<file path="src/rtl/alu_issue_ctrl.sv">
// alu_issue_ctrl: valid/ready issue controller on the driving side of a combinational ALU.
// Decodes opcodes, registers ALU operands/control, captures Result/Zero and returns them.
module alu_issue_ctrl #(
    parameter int n = 32
) (
    input  logic         clk,
    input  logic         rst_n,
    input  logic         in_valid,
    output logic         in_ready,
    input  logic [3:0]   in_op,
    input  logic [n-1:0] in_a,
    input  logic [n-1:0] in_b,
    output logic [n-1:0] OPA,
    output logic [n-1:0] OPB,
    output logic [2:0]   ALUCtrl,
    input  logic [n-1:0] Result,
    input  logic         Zero,
    output logic         out_valid,
    input  logic         out_ready,
    output logic [n-1:0] out_data,
    output logic         out_zero,
    output logic         out_err,
    output logic [15:0]  ops_done
);

    typedef enum logic [1:0] {IDLE, EXEC, RESP} state_t;
    typedef enum logic [1:0] {CLS_ALU, CLS_CMP, CLS_NOP, CLS_ILL} op_class_t;

    localparam logic [n-1:0] SHAMT_MASK = (n)'(n - 1);

    state_t       r_state, w_state_nxt;
    op_class_t    r_cls, w_dec_cls;
    logic [2:0]   w_dec_ctrl;
    logic [n-1:0] w_dec_opb;
    logic         w_accept, w_resp_done;

    logic [n-1:0] r_opa, r_opb, r_out_data;
    logic [2:0]   r_alu_ctrl;
    logic         r_out_valid, r_out_zero, r_out_err;
    logic [15:0]  r_ops_done;

    assign in_ready    = (r_state == IDLE);
    assign w_accept    = in_valid & in_ready;
    assign w_resp_done = r_out_valid & out_ready;

    // The opcode class decides later how the captured ALU outputs are used.
    always_comb begin
        w_dec_ctrl = 3'b000;
        w_dec_cls  = CLS_ILL;
        w_dec_opb  = in_b;
        case (in_op)
            4'd0: begin w_dec_ctrl = 3'b011; w_dec_cls = CLS_ALU; end
            4'd1: begin w_dec_ctrl = 3'b100; w_dec_cls = CLS_ALU; end
            4'd2: begin w_dec_ctrl = 3'b101; w_dec_cls = CLS_ALU; end
            4'd3: begin w_dec_ctrl = 3'b110; w_dec_cls = CLS_ALU; end
            4'd4: begin
                w_dec_ctrl = 3'b111;
                w_dec_cls  = CLS_ALU;
                w_dec_opb  = in_b & SHAMT_MASK;
            end
            4'd5: begin w_dec_ctrl = 3'b100; w_dec_cls = CLS_CMP; end
            4'd6: begin w_dec_ctrl = 3'b000; w_dec_cls = CLS_NOP; end
            default: begin w_dec_ctrl = 3'b000; w_dec_cls = CLS_ILL; end
        endcase
    end

    // NOTE: every always_comb output gets a default first so no latch is inferred.
    always_comb begin
        w_state_nxt = r_state;
        case (r_state)
            IDLE:    if (w_accept) w_state_nxt = EXEC;
            EXEC:    w_state_nxt = RESP;
            RESP:    if (w_resp_done) w_state_nxt = IDLE;
            default: w_state_nxt = IDLE;
        endcase
    end

    // NOTE: sequential state uses non-blocking assignments only.
    always_ff @(posedge clk or negedge rst_n) begin
        if (!rst_n) r_state <= IDLE;
        else        r_state <= w_state_nxt;
    end

    always_ff @(posedge clk or negedge rst_n) begin
        if (!rst_n) begin
            r_opa       <= '0;
            r_opb       <= '0;
            r_alu_ctrl  <= 3'b000;
            r_cls       <= CLS_NOP;
            r_out_valid <= 1'b0;
            r_out_data  <= '0;
            r_out_zero  <= 1'b0;
            r_out_err   <= 1'b0;
            r_ops_done  <= 16'd0;
        end else begin
            if (w_accept) begin
                r_opa      <= in_a;
                r_opb      <= w_dec_opb;
                r_alu_ctrl <= w_dec_ctrl;
                r_cls      <= w_dec_cls;
            end
            if (r_state == EXEC) begin
                r_alu_ctrl  <= 3'b000;
                r_out_valid <= 1'b1;
                case (r_cls)
                    CLS_ALU: begin r_out_data <= Result; r_out_zero <= Zero; r_out_err <= 1'b0; end
                    CLS_CMP: begin r_out_data <= '0;     r_out_zero <= Zero; r_out_err <= 1'b0; end
                    CLS_NOP: begin r_out_data <= '0;     r_out_zero <= 1'b1; r_out_err <= 1'b0; end
                    default: begin r_out_data <= '0;     r_out_zero <= 1'b1; r_out_err <= 1'b1; end
                endcase
            end
            if (w_resp_done) begin
                r_out_valid <= 1'b0;
                r_ops_done  <= r_ops_done + 16'd1;
            end
        end
    end

    assign OPA       = r_opa;
    assign OPB       = r_opb;
    assign ALUCtrl   = r_alu_ctrl;
    assign out_valid = r_out_valid;
    assign out_data  = r_out_data;
    assign out_zero  = r_out_zero;
    assign out_err   = r_out_err;
    assign ops_done  = r_ops_done;

endmodule
</file>
<file path="config.mk">
export PLATFORM = sky130hd
export DESIGN_NAME = alu_issue_ctrl
export DESIGN_NICKNAME = d
export VERILOG_FILES = /design/src/rtl/alu_issue_ctrl.sv
export SDC_FILE = /design/constraint.sdc
export NUM_CORES = 1
export LEC_CHECK = 0
export ABC_AREA = 1
export BUFFER_PORTS_ARGS = -buffer_cell sky130_fd_sc_hd__buf_2
export CELL_PAD_IN_SITES_DETAIL_PLACEMENT = 1
export CELL_PAD_IN_SITES_GLOBAL_PLACEMENT = 2
export CORE_MARGIN = 4
export CORE_UTILIZATION = 28
export CTS_CLUSTER_DIAMETER = 80
export DETAILED_ROUTE_END_ITERATION = 6
export PLACE_DENSITY = 0.92
export SETUP_SLACK_MARGIN = 0.02
export SLEW_MARGIN = 5
export SYNTH_ARGS = -nofsm -noshare
export SYNTH_HDL_FRONTEND = slang
export SYNTH_SLANG_ARGS = --single-unit
</file>
<file path="constraint.sdc">
create_clock -name clk -period 2.4 [get_ports clk]
set_input_delay 0.12 -clock clk [delete_from_list [all_inputs] [get_ports clk]]
set_output_delay 0.12 -clock clk [all_outputs]
set_load 0.03 [all_outputs]
</file>
[After elaboration in Yosys (flattened, before gate mapping)]
Cells that the tools add are included.
Word-level totals
  register bits after elaboration: 122
  input bits: 105
  output and inout bits: 119
Operators by class
  add/subtract/negate cells: 1
  equal/unequal tests: 12
  mux-type cells: 13
  bitwise logic cells: 2
  reductions and logical operators: 10
Operators by type and width (number)
  $mux 32: 2
  $add 16x1->16 const B: 1
  $pmux 3 s5: 1
  $eq 4x3->1 const B: 3
  $pmux 2 s3: 2
  $eq 4x2->1 const B: 2
  $mux 3: 2
  $reduce_or 5->1: 1
  $eq 2x1->1 const B: 2
  $eq 2x2->1 const B: 2
  $eq 4x1->1 const B: 1
  $logic_not 2->1: 2
  $logic_not 4->1: 1
  $mux 1: 4
  $mux 2: 2
  $reduce_bool 2->1: 2
  $reduce_or 2->1: 2
  $reduce_or 3->1: 1
  $and 1x1->1: 2
  $ne 2x1->1 const B: 1
  $ne 2x2->1 const B: 1
  $reduce_and 2->1: 1

[Depth between registers and ports, before layout]
Gate-level depths: netlist (run 1).
  word-level depth: 5
  mapped depth: 8
  mapped depth without buffers: 8

[Least setup slack after synthesis (run 1)]
Ideal clock, no wire load.
  kind: register to register
  from: register r_ops_done[1] (netlist: ops_done[1])
  to: register r_ops_done[10] (netlist: ops_done[10])
  arrival: 1378 ps
  data required time: 2277 ps
  path slack: 899 ps
  cell stages (with the launch flop): 7
  path buffers: 0
  period minus slack after synthesis: 1501 ps
  cell sequence: dfrtp_1 > ha_1 > nand3_1 > nor2_1 > nand4_1 > o21ai_0 > nand2_1
On the way
  word-level cells in the longest chain between the ends: 1
RTL lines
  start, declared: line 40  | logic [15:0] r_ops_done;
  start signal, assigned: line 114  | r_ops_done <= r_ops_done + 16'd1;
  $add 16x1->16: line 114
No other way between the ends.
A chain may end at the register's enable or synchronous reset.

[Worst setup path after layout (run 1)]
  from: register r_state[1]
  to: register r_alu_ctrl[2] (netlist: ALUCtrl[2])
On the way
  word-level cells in the longest chain between the ends: 3
  elaborated cells between the ends (all ways): 5
RTL lines
  start, declared: line 31  | state_t r_state, w_state_nxt;
  start signal, assigned: line 81  | else r_state <= w_state_nxt;
  $logic_not 2->1: line 42  | assign in_ready = (r_state == IDLE);
  $and 1x1->1: line 43  | assign w_accept = in_valid & in_ready;
  $reduce_bool 2->1 (no source line)
  end signal, assigned: line 99  | r_alu_ctrl <= w_dec_ctrl;
  end, declared: line 38  | logic [2:0] r_alu_ctrl;
Several ways; a longest one is shown, not always the timed one.

==> results of run 1 <==
how the worst max path moves through the flow:
stage / end / slack (ps) / cells past startpoint
global route: OPB[6] / 540 / 6
floorplan: ops_done[10] / 900 / 6
CTS: ALUCtrl[2] / 660 / 6
finish: ALUCtrl[2] / 660 / 6
global placement: OPB[5] / 780 / 6
detailed placement: OPB[25] / 740 / 6
worst min-delay path, stage by stage:
cell and delay (ps):
buf_2 100, a21oi_1 60, o21ai_0 150
per-stage QoR:
| step | instance area (µm²) | hold WS, ps | utilization | total power, W |
|---|---|---|---|---|
| 3_5_place_dp | 6340 | 43.1 | 0.364 | 0.00786 |
| 5_1_grt | 7970 | 73.5 | 0.457 | 0.0113 |
| 4_1_cts | 7960 | 29.0 | 0.457 | 0.0107 |
| 2_1_floorplan | 5000 | -176 | - | 0.00636 |
| 6_report | 7970 | 57.5 | 0.457 | 0.0107 |
| 3_3_place_gp | 6340 | 38.4 | 0.364 | 0.00776 |
sequential cells by signal (all words and copies together), names as in the netlist:
signal	count
r_state	2
OPB	32
out_err	1
ops_done	16
out_zero	1
ALUCtrl	3
r_cls	2
out_valid	1
out_data	32
OPA	32
where the power goes:
part | leakage, nW | total (W) | internal (W) | switching [W]
Combinational | 2.59 | 0.00452 | 0.00126 | 0.00326
Clock | 0.296 | 0.00266 | 0.00172 | 0.000940
Sequential | 1.57 | 0.00348 | 0.00293 | 0.000553
kinds of logic after synthesis:
kind of cell,Yosys count
buffers and inverters,48
xor gates and xnor gates,10
adders and majority gates,1
AOI/OAI and AO/OA,12
and+or+nand+nor,376
DFF,122
cells in the final DEF, fill, tap and decap left out:
cell	Yosys	final
inv_2	3	3
clkbuf_16	0	17
nor3_1	3	3
xnor2_1	5	5
nand4_2	1	1
clkbuf_8	0	3
nor2_1	22	21
nand2_4	1	1
nand3_1	68	68
a21oi_1	2	2
buf_4	1	7
o21ai_1	1	1
xor2_1	5	5
nor2_4	2	2
clkinvlp_4	0	2
dlygate4sd3_1	0	101
o211ai_1	1	1
nand3_2	1	1
bufinv_16	0	3
buf_12	0	2
buf_2	12	222
dfstp_2	1	1
nand2_1	274	274
diode_2	0	1
nand2_2	1	1
clkinv_4	0	3
nor2_2	1	2
clkbuf_1	8	2
dfrtp_1	121	121
nand4_1	2	2
o21ai_0	7	7
inv_1	19	19
clkinv_2	0	2
ha_1	1	1
o31ai_1	1	1
cell type report:
cell class / instances / area [µm²] / area share
Antenna cell: 1 / 2.50 / 0.000314
Multi-Input combinational cell: 399 / 1720 / 0.215
Clock inverter: 10 / 141 / 0.0177
Sequential cell: 122 / 3050 / 0.383
Clock buffer: 22 / 474 / 0.0595
Inverter: 22 / 82.6 / 0.0104
Tap cell: 225 / 282 / 0.0353
Timing Repair Buffer: 332 / 2210 / 0.278
per-layer routing:
layer / share of wire / vias to the layer above / global-route usage
met5: 0 / - / 0
li1: - / 2430 / -
met2: 0.52 / 163 / 0.332
met1: 0.40 / 2490 / 0.206
met4: 0.028 / 0 / 0.0763
met3: 0.058 / 34 / 0.0522
==> run summary, run 1 <==
hold path endpoint - r_cls[0]
largest net degree at the start of global routing - 70
Mapped Area - 5000 µm²
Num CTS Buffers - 17
Power per Cell Area - 1340 nW/µm²
status - finished, final reports clean
Total Routing Usage GR - 0.185
fillcell total - 2071
Crit path largest cell delay - 560 ps
count of cell types in the netlist - 27
r2r startpoint - r_state[1]
Max Clk Rate - 0.574 GHz
Post-synth EDFFs - 0
CP startpoint - r_state[1]
Leak - 4.46 nW
Cell Chain, Critical Path - nor2_4, nand2_4, nor2_1, o31ai_1, dlygate4sd3_1, nand2_1
family with the most delay on the worst path - simple AND/OR/NAND/NOR gates
fraction of registers with async set/reset - 1.00
Root Driver - clkbuf_16
relative slew slack - 0.565
worst hold path class - input port to flip-flop
most numerous cell in the Yosys netlist - nand2_1
Top Ports - 224
DR iter-0 viols - 221
via/cell ratio - 4.52
Setup Total Neg Slack - 0 ps
final worst setup slack - 657 ps
WS Path Type - flip-flop to flip-flop
clock slew at reported path FFs - 50 ps
Critical Path Start Type - flip-flop
placed cells - 999
CP Max Fanout - 26
YS warnings - 0
Synth-to-Final Area Change - 59.2%
grt total ovfl - 0
Worst Path Required - 2740 ps
Post-Place Setup Slack - 740 ps
routability cong. - 0.740
Synth Area in Simple Gates - 0.309
first-pass GRT wire length - 29900 µm
xor/xnor cell area share of the yosys netlist - 0.0175
Buf/Inv on CP - 1
Synth Area in Adders - 0.00250
Avg WL per Cell - 16.3 µm
Pins Over Slew Limit - 0
Clock H-tree levels - 4
ys flop type - dfrtp_1
post-synth top area cell - dfrtp_1
number of setup buffers added after CTS - 0
hold_sp - in_op[0]
Mean Syn Cell Area - 8.79 µm²
cells on worst reg2reg path - 6
vias in the first global route - 5774
DRC errors left - 0
Mapped Nets - 675
cts hold-fix bufs - 101
clk_skew - 7.64 ps
Initial Util - 0.287
Mapped Cells - 569
VDD IR-drop max - 586 µV
TritonRoute pass-1 iters - 4
# rows - 48
Synth Register Bits - 122
Seq/Total Area, Yosys - 0.610
most instantiated cells after synthesis - nand2_1, dfrtp_1, nand3_1
IO Port Bufs - 223
fin crit share - 0.726
unrepaired setup endpoints after global routing - false
die height - 142 µm
Vias - 5117
Non-Filler Instances - 1133
hold depth - 3
post-layout min period - 1740 ps
Final Hold Vio Count - 0
Compound-Gate Fraction of Synth Area - 0.0130
post-synthesis mux area share - 0
nets - 1000
Area contributors post-synth - dfrtp_1, nand2_1, nand3_1
Worst-Margin Slew - 651 ps
largest family of logic cells by synthesized area - simple AND/OR/NAND/NOR gates
area of the core - 17400 µm²
Die W - 142 µm
CTS tree - yes
CP endpoint kind - flip-flop
post-synth top area share - 0.605
CTS max path bufs - 2
WP data arrival - 2090 ps
WL final - 18500 µm
clk_lat worst skew - 410 ps
# setup viols final - 0
Reg2Reg Capture Point - ALUCtrl[2]
post-route ant nets - 0
DP Wirelength - 11200 µm
initial antenna violation count - 1
slowest CP cell - dlygate4sd3_1
max cap viols - 0
PostCTS Resize Cnt - 0
Die Area - 20100 µm²
CTS Sinks - 122
share of cells above drive strength 1 - 0.301
reg2reg setup slack - 660 ps
Power figures use the tool's default switching activity.
==> run 2, diff against run 1 <==
--- a/config.mk
+++ b/config.mk
@@ -5,15 +5,15 @@
 export SDC_FILE = /design/constraint.sdc
 export NUM_CORES = 1
 export LEC_CHECK = 0
-export ABC_AREA = 1
+export ABC_AREA = 0
 export BUFFER_PORTS_ARGS = -buffer_cell sky130_fd_sc_hd__buf_2
 export CELL_PAD_IN_SITES_DETAIL_PLACEMENT = 1
 export CELL_PAD_IN_SITES_GLOBAL_PLACEMENT = 2
 export CORE_MARGIN = 4
-export CORE_UTILIZATION = 28
+export CORE_UTILIZATION = 25
 export CTS_CLUSTER_DIAMETER = 80
 export DETAILED_ROUTE_END_ITERATION = 6
-export PLACE_DENSITY = 0.92
+export PLACE_DENSITY = 0.84
 export SETUP_SLACK_MARGIN = 0.02
 export SLEW_MARGIN = 5
 export SYNTH_ARGS = -nofsm -noshare
==> constraint.sdc (replaced) <==
create_clock -name clk -period 1.5 [get_ports clk]
set_input_delay 0.075 -clock clk [delete_from_list [all_inputs] [get_ports clk]]
set_output_delay 0.075 -clock clk [all_outputs]
set_load 0.03 [all_outputs]
==> run summary, run 2 <==
Top Ports - 224 (unchanged)
Clock H-tree levels - 4 (unchanged)
first-pass GRT wire length - 25600 µm (-14%)
Initial Util - 0.255 (-0.0318)
area of the core - 18000 µm² (+3.5%)
Mapped Nets - 493 (-27%)
most instantiated cells after synthesis - nand2_1, dfrtp_1, a22o_1
number of setup buffers added after CTS - 0 (unchanged)
via/cell ratio - 4.53 (+0.27%)
share of cells above drive strength 1 - 0.389 (+0.0878)
Fin Hold WS - 60.4 ps (+2.90 ps)
Root Driver - clkbuf_16
TritonRoute pass-1 iters - 4 (unchanged)
Synth Area in Adders - 0.00272 (+0.000217)
# setup viols final - 0 (unchanged)
Mapped Area - 4600 µm² (-8.0%)
nets - 826 (-17%)
max cap viols - 0 (unchanged)
ys flop type - dfrtp_1
Critical Path Start Type - flip-flop
Worst Path Required - 1830 ps (-910 ps)
Num CTS Buffers - 17 (unchanged)
Final Util - 0.426 (-0.0312)
worst hold path class - input port to flip-flop
WS Path Type - flip-flop to flip-flop
CP endpoint kind - flip-flop
Total Routing Usage GR - 0.158 (-0.0268)
clk_lat worst skew - 410 ps (about the same)
CTS Sinks - 122 (unchanged)
Synth Area in Simple Gates - 0.147 (-0.162)
Max Clk Rate - 0.731 GHz (+27%)
grt total ovfl - 0 (unchanged)
CTS max path bufs - 2 (unchanged)
IO Port Bufs - 223 (unchanged)
commonest non-fill, non-tap cell in the layout - buf_2
xor/xnor cell area share of the yosys netlist - 0.0285 (+0.0110)
Final Hold Vio Count - 0 (unchanged)
placed cells - 829 (-17%)
relative slew slack - 0.538 (-0.0276)
largest net degree at the start of global routing - 68 (-2.9%)
status - finished, final reports clean
Area contributors post-synth - dfrtp_1, a22o_1, nand2_1
clk_skew - 7.34 ps (-0.308 ps)
WL final - 16000 µm (-14%)
YS warnings - 0 (unchanged)
Mean Syn Cell Area - 11.9 µm² (+35%)
fraction of registers with async set/reset - 1.00 (unchanged)
CP Max Fanout - 4 (-85%)
post-synth top area cell - dfrtp_1
Leak - 4.08 nW (-8.4%)
unrepaired setup endpoints after global routing - false
post-synthesis mux area share - 0.00462 (+0.00462)
post-synth top area share - 0.658 (+0.0525)
Avg WL per Cell - 16.6 µm (+1.6%)
Pins Over Slew Limit - 0 (unchanged)
WP data arrival - 1700 ps (-390 ps)
die height - 144 µm (+1.4%)
Non-Filler Instances - 963 (-15%)
CTS tree - yes
post-layout min period - 1370 ps (-374 ps)
post-route ant nets - 0 (unchanged)
Setup Total Neg Slack - 0 ps (unchanged)
clock slew at reported path FFs - 60 ps (about the same)
most frequent cells in the layout - buf_2, nand2_1, dfrtp_1, dlygate4sd3_1, a22o_1
largest family of logic cells by synthesized area - simple AND/OR/NAND/NOR gates
Synth-to-Final Area Change - 66.8%
initial antenna violation count - 2 (+1)
Synth Register Bits - 122 (unchanged)
Post-synth EDFFs - 0 (unchanged)
VDD IR-drop max - 1040 µV (+77%)
most numerous cell in the Yosys netlist - nand2_1
count of cell types in the netlist - 34 (+26%)
DP Wirelength - 10300 µm (-7.7%)
Power per Cell Area - 2050 nW/µm² (+53%)
DRC errors left - 0 (unchanged)
Die W - 144 µm (+1.4%)
Die Area - 20700 µm² (+2.9%)
Vias - 4361 (-15%)
Seq/Total Area, Yosys - 0.663 (+0.0529)
Mapped Cells - 387 (-32%)
fin crit share - 0.912 (+0.186)
Compound-Gate Fraction of Synth Area - 0.130 (+0.117)
DR iter-0 viols - 64 (-71%)
Worst-Margin Slew - 694 ps (+42.3 ps)
# rows - 49 (+2.1%)
routability cong. - 0.809 (+9.3%)
vias in the first global route - 4867 (-16%)
==> run 2: cell types whose count changed in the layout (fill, tap and decap cells not counted), sizes merged, moves of 4 or more <==
| cell | before | now |
|---|---|---|
| a22o | 0 | 59 |
| inv | 22 | 5 |
| nand2 | 276 | 124 |
| nand3 | 69 | 7 |
| nor2 | 25 | 9 |
| o21ai | 8 | 4 |
| xnor2 | 5 | 10 |
==> run 2: logic make-up after synthesis <==
kind of cell               after synthesis
buffers and inverters                   24
muxes                                    2
xor gates and xnor gates                15
and+or+nand+nor                        153
adders and majority gates                1
DFF                                    122
AOI/OAI and AO/OA                       70
==> run 2: layout make-up <==
type	count	area [µm²]
Fill cell	2001	10300
Tap cell	229	287
Inverter	3	11.3
Clock inverter	13	119
Timing Repair Buffer	335	2290
Antenna cell	1	2.50
Multi-Input combinational cell	241	1460
Sequential cell	122	3060
Clock buffer	19	453
==> run 2: path summary, 6_finish.rpt <==
check	startpoint	to	slack (ps)	cells past startpoint
min reg2reg	OPA[23]	OPA[23]	480	2
max	ops_done[1]	ops_done[7]	130	5
min in group asynchronous	rst_n	out_data[10]	250	3
max in group asynchronous	rst_n	OPA[27]	620	3
min	in_op[1]	ALUCtrl[2]	60	3
max reg2reg	ops_done[1]	ops_done[7]	130	5
==> run 2: what timing repair did <==
action	4_1_cts	5_1_grt
setup endpoints to repair	0	2
hold endpoints to repair	223	0
hold buffers	101	0
resized for setup	0	3
==> run 2: through the flow <==
step | power, W | area (µm²) | worst slack (ps)
finish | 0.0158 | 7680 | 131
global placement | 0.0115 | 6090 | 111
detailed placement | 0.0117 | 6090 | 39.3
floorplan | 0.00937 | 4610 | 24.7
CTS | 0.0159 | 7670 | 21.8
global route | 0.0167 | 7680 | 45.8
==> run 2: critical path: stages, from the launching register on <==
cell     delay (ps)
dfrtp_2         360
buf_4           120
nand4_1         160
nor2_1          230
and4_2          260
xor2_1          160
==> run 2: routing by layer <==
metal / track usage / part of all wire / wire length [µm]
met2: 0.273 / 0.50 / 8040
met1: 0.181 / 0.39 / 6290
met4: 0.0525 / 0.015 / 241
met5: 0 / 0.0012 / 19
met3: 0.0602 / 0.086 / 1370
==> run 2: power breakdown <==
group          internal, W  leakage (nW)  total, W  switching (W)
sequential         0.00456          1.57   0.00536       0.000806
combinational      0.00213          2.24   0.00650        0.00437
clock              0.00237         0.272   0.00390        0.00152
==> run 3, diff against run 2 <==
--- a/config.mk
+++ b/config.mk
@@ -14,6 +14,7 @@
 export CTS_CLUSTER_DIAMETER = 80
 export DETAILED_ROUTE_END_ITERATION = 6
 export PLACE_DENSITY = 0.84
+export REMOVE_ABC_BUFFERS = 1
 export SETUP_SLACK_MARGIN = 0.02
 export SLEW_MARGIN = 5
 export SYNTH_ARGS = -nofsm -noshare
==> run summary, run 3 (synthesis results as in run 2) <==
IO Port Bufs - 223 (unchanged)
clk_lat worst skew - 400 ps (about the same)
clock slew at reported path FFs - 50 ps (about the same)
area of the core - 18000 µm² (unchanged)
worst hold path class - input port to flip-flop
sw power - 0.00663 W (-1.0%)
number of setup buffers added after CTS - 0 (unchanged)
multi-input logic area - 1460 µm² (-0.34%)
vias in the first global route - 4849 (-0.37%)
largest net degree at the start of global routing - 123 (+81%)
die height - 144 µm (unchanged)
unrepaired setup endpoints after global routing - false
Power per Cell Area - 2060 nW/µm² (+0.61%)
Clock Power Share - 0.248 (about the same)
# setup viols final - 0 (unchanged)
Vias - 4308 (-1.2%)
DRC errors left - 0 (unchanged)
Comb pwr share - 0.415 (+0.003)
Num CTS Buffers - 17 (unchanged)
Die W - 144 µm (unchanged)
via/cell ratio - 4.47 (-1.2%)
post-layout min period - 1390 ps (+23.4 ps)
Total Routing Usage GR - 0.159 (+0.000997)
Worst-Margin Slew - 642 ps (-51.9 ps)
fillcell total - 2034 (+1.6%)
Leak - 4.09 nW (+0.15%)
CTS tree - yes
WL final - 16300 µm (+2.1%)
Pins Over Slew Limit - 0 (unchanged)
Sequential Power Share - 0.337 (-0.003)
status - finished, final reports clean
Initial Util - 0.255 (unchanged)
nets - 828 (+0.24%)
routability cong. - 0.751 (-7.1%)
CP endpoint kind - flip-flop
first-pass GRT wire length - 25900 µm (+1.2%)
TritonRoute pass-1 iters - 4 (unchanged)
initial antenna violation count - 1 (-1)
CTS Sinks - 122 (unchanged)
Sw Share - 0.419 (-0.00604)
Die Area - 20700 µm² (unchanged)
DR iter-0 viols - 108 (+69%)
Avg WL per Cell - 16.9 µm (+2.1%)
# rows - 49 (unchanged)
Pint - 0.00919 W (+1.4%)
Critical Path Start Type - flip-flop
fin crit share - 0.928 (+0.0156)
placed cells - 831 (+0.24%)
post-route ant nets - 0 (unchanged)
share of cells above drive strength 1 - 0.381 (-0.00734)
DP Wirelength - 10400 µm (+0.35%)
WP data arrival - 1710 ps (about the same)
grt total ovfl - 0 (unchanged)
Fin Hold WS - 28.1 ps (-32.3 ps)
Final Hold Vio Count - 0 (unchanged)
relative slew slack - 0.572 (+0.0346)
Synth-to-Final Area Change - 66.5%
n_diodes - 0 (-1)
Post-Place Setup Slack - 15.2 ps (-24.2 ps)
VDD IR-drop max - 922 µV (-11%)
CP Max Fanout - 3 (-1)
register area - 3060 µm² (-0.12%)
Non-Filler Instances - 963 (unchanged)
WS Path Type - flip-flop to flip-flop
Top Ports - 224 (unchanged)
most frequent cells in the layout - buf_2, nand2_1, dfrtp_1, dlygate4sd3_1, a22o_1
commonest non-fill, non-tap cell in the layout - buf_2
clk_skew - 4.34 ps (-2.99 ps)
Worst Path Required - 1820 ps (about the same)
max cap viols - 0 (unchanged)
final worst setup slack - 108 ps (-23.4 ps)
CTS max path bufs - 2 (unchanged)
Root Driver - clkbuf_16
Clock H-tree levels - 4 (unchanged)
Max Clk Rate - 0.718 GHz (-1.7%)
## run 3: cell count changes in the layout (fill, tap and decap cells not counted), sizes merged
cell and delta:
clkbuf +4, inv -3, buf +2, clkinvlp -2, bufinv +1, clkinv -1, diode -1
## run 3: final cells by class
cell class / instances / area share
multi-input cells: 241 / 0.190
repair buffers: 337 / 0.299
well taps: 229 / 0.0374
flip-flops and latches: 122 / 0.399
inverters: 3 / 0.00147
clock buffers: 23 / 0.0611
clock inverters: 8 / 0.0124
## run 3: path summary, 6_finish.rpt
check	startpoint	to	slack, ps	depth (start not counted)
min in group asynchronous	rst_n	ops_done[15]	330	3
max in group asynchronous	rst_n	ops_done[6]	710	3
hold / removal	in_op[1]	ALUCtrl[2]	30	3
setup / recovery	ops_done[0]	ops_done[6]	110	5
setup reg to reg	ops_done[0]	ops_done[6]	110	5
hold reg to reg	OPA[8]	OPA[8]	470	2
## run 3: per-stage QoR
stage,util,power [W],cell area (µm²),TNS [ps]
6_report,0.425,0.0158,7660,0
2_1_floorplan,-,0.00924,4510,-92300
5_1_grt,0.425,0.0167,7660,0
3_3_place_gp,0.337,0.0115,6080,0
4_1_cts,0.425,0.0160,7660,0
3_5_place_dp,0.337,0.0117,6080,0
## run 3: power by group through the flow
stage	clock network [W]	registers [W]	logic, W
CTS	0.00405	0.00533	0.00659
global route	0.00419	0.00549	0.00702
finish	0.00392	0.00534	0.00656
floorplan	0	0.00769	0.00155
detailed placement	0	0.00533	0.00639
global placement	0	0.00529	0.00624
## run 3: critical path: stages, from the launching register on
cell     delay (ps)
dfrtp_1         360
ha_1            170
nand3_2         110
or2_2           350
nor2_2          150
xor2_1          180
## run 3: per-layer routing
layer,vias up,track usage,wire length [µm]
li1,1992,-,-
met1,2109,0.182,6410
met2,170,0.278,8270
met3,35,0.0509,1220
met4,2,0.0610,374
met5,-,0,13
## run 3: timing repair
item                                    in CTS  in global routing
endpoints found under the hold margin      222                  0
hold buffers                               101                  0
resized for setup                            1                  3
endpoints found under the setup margin       1                  4
gates cloned                                 0                  0
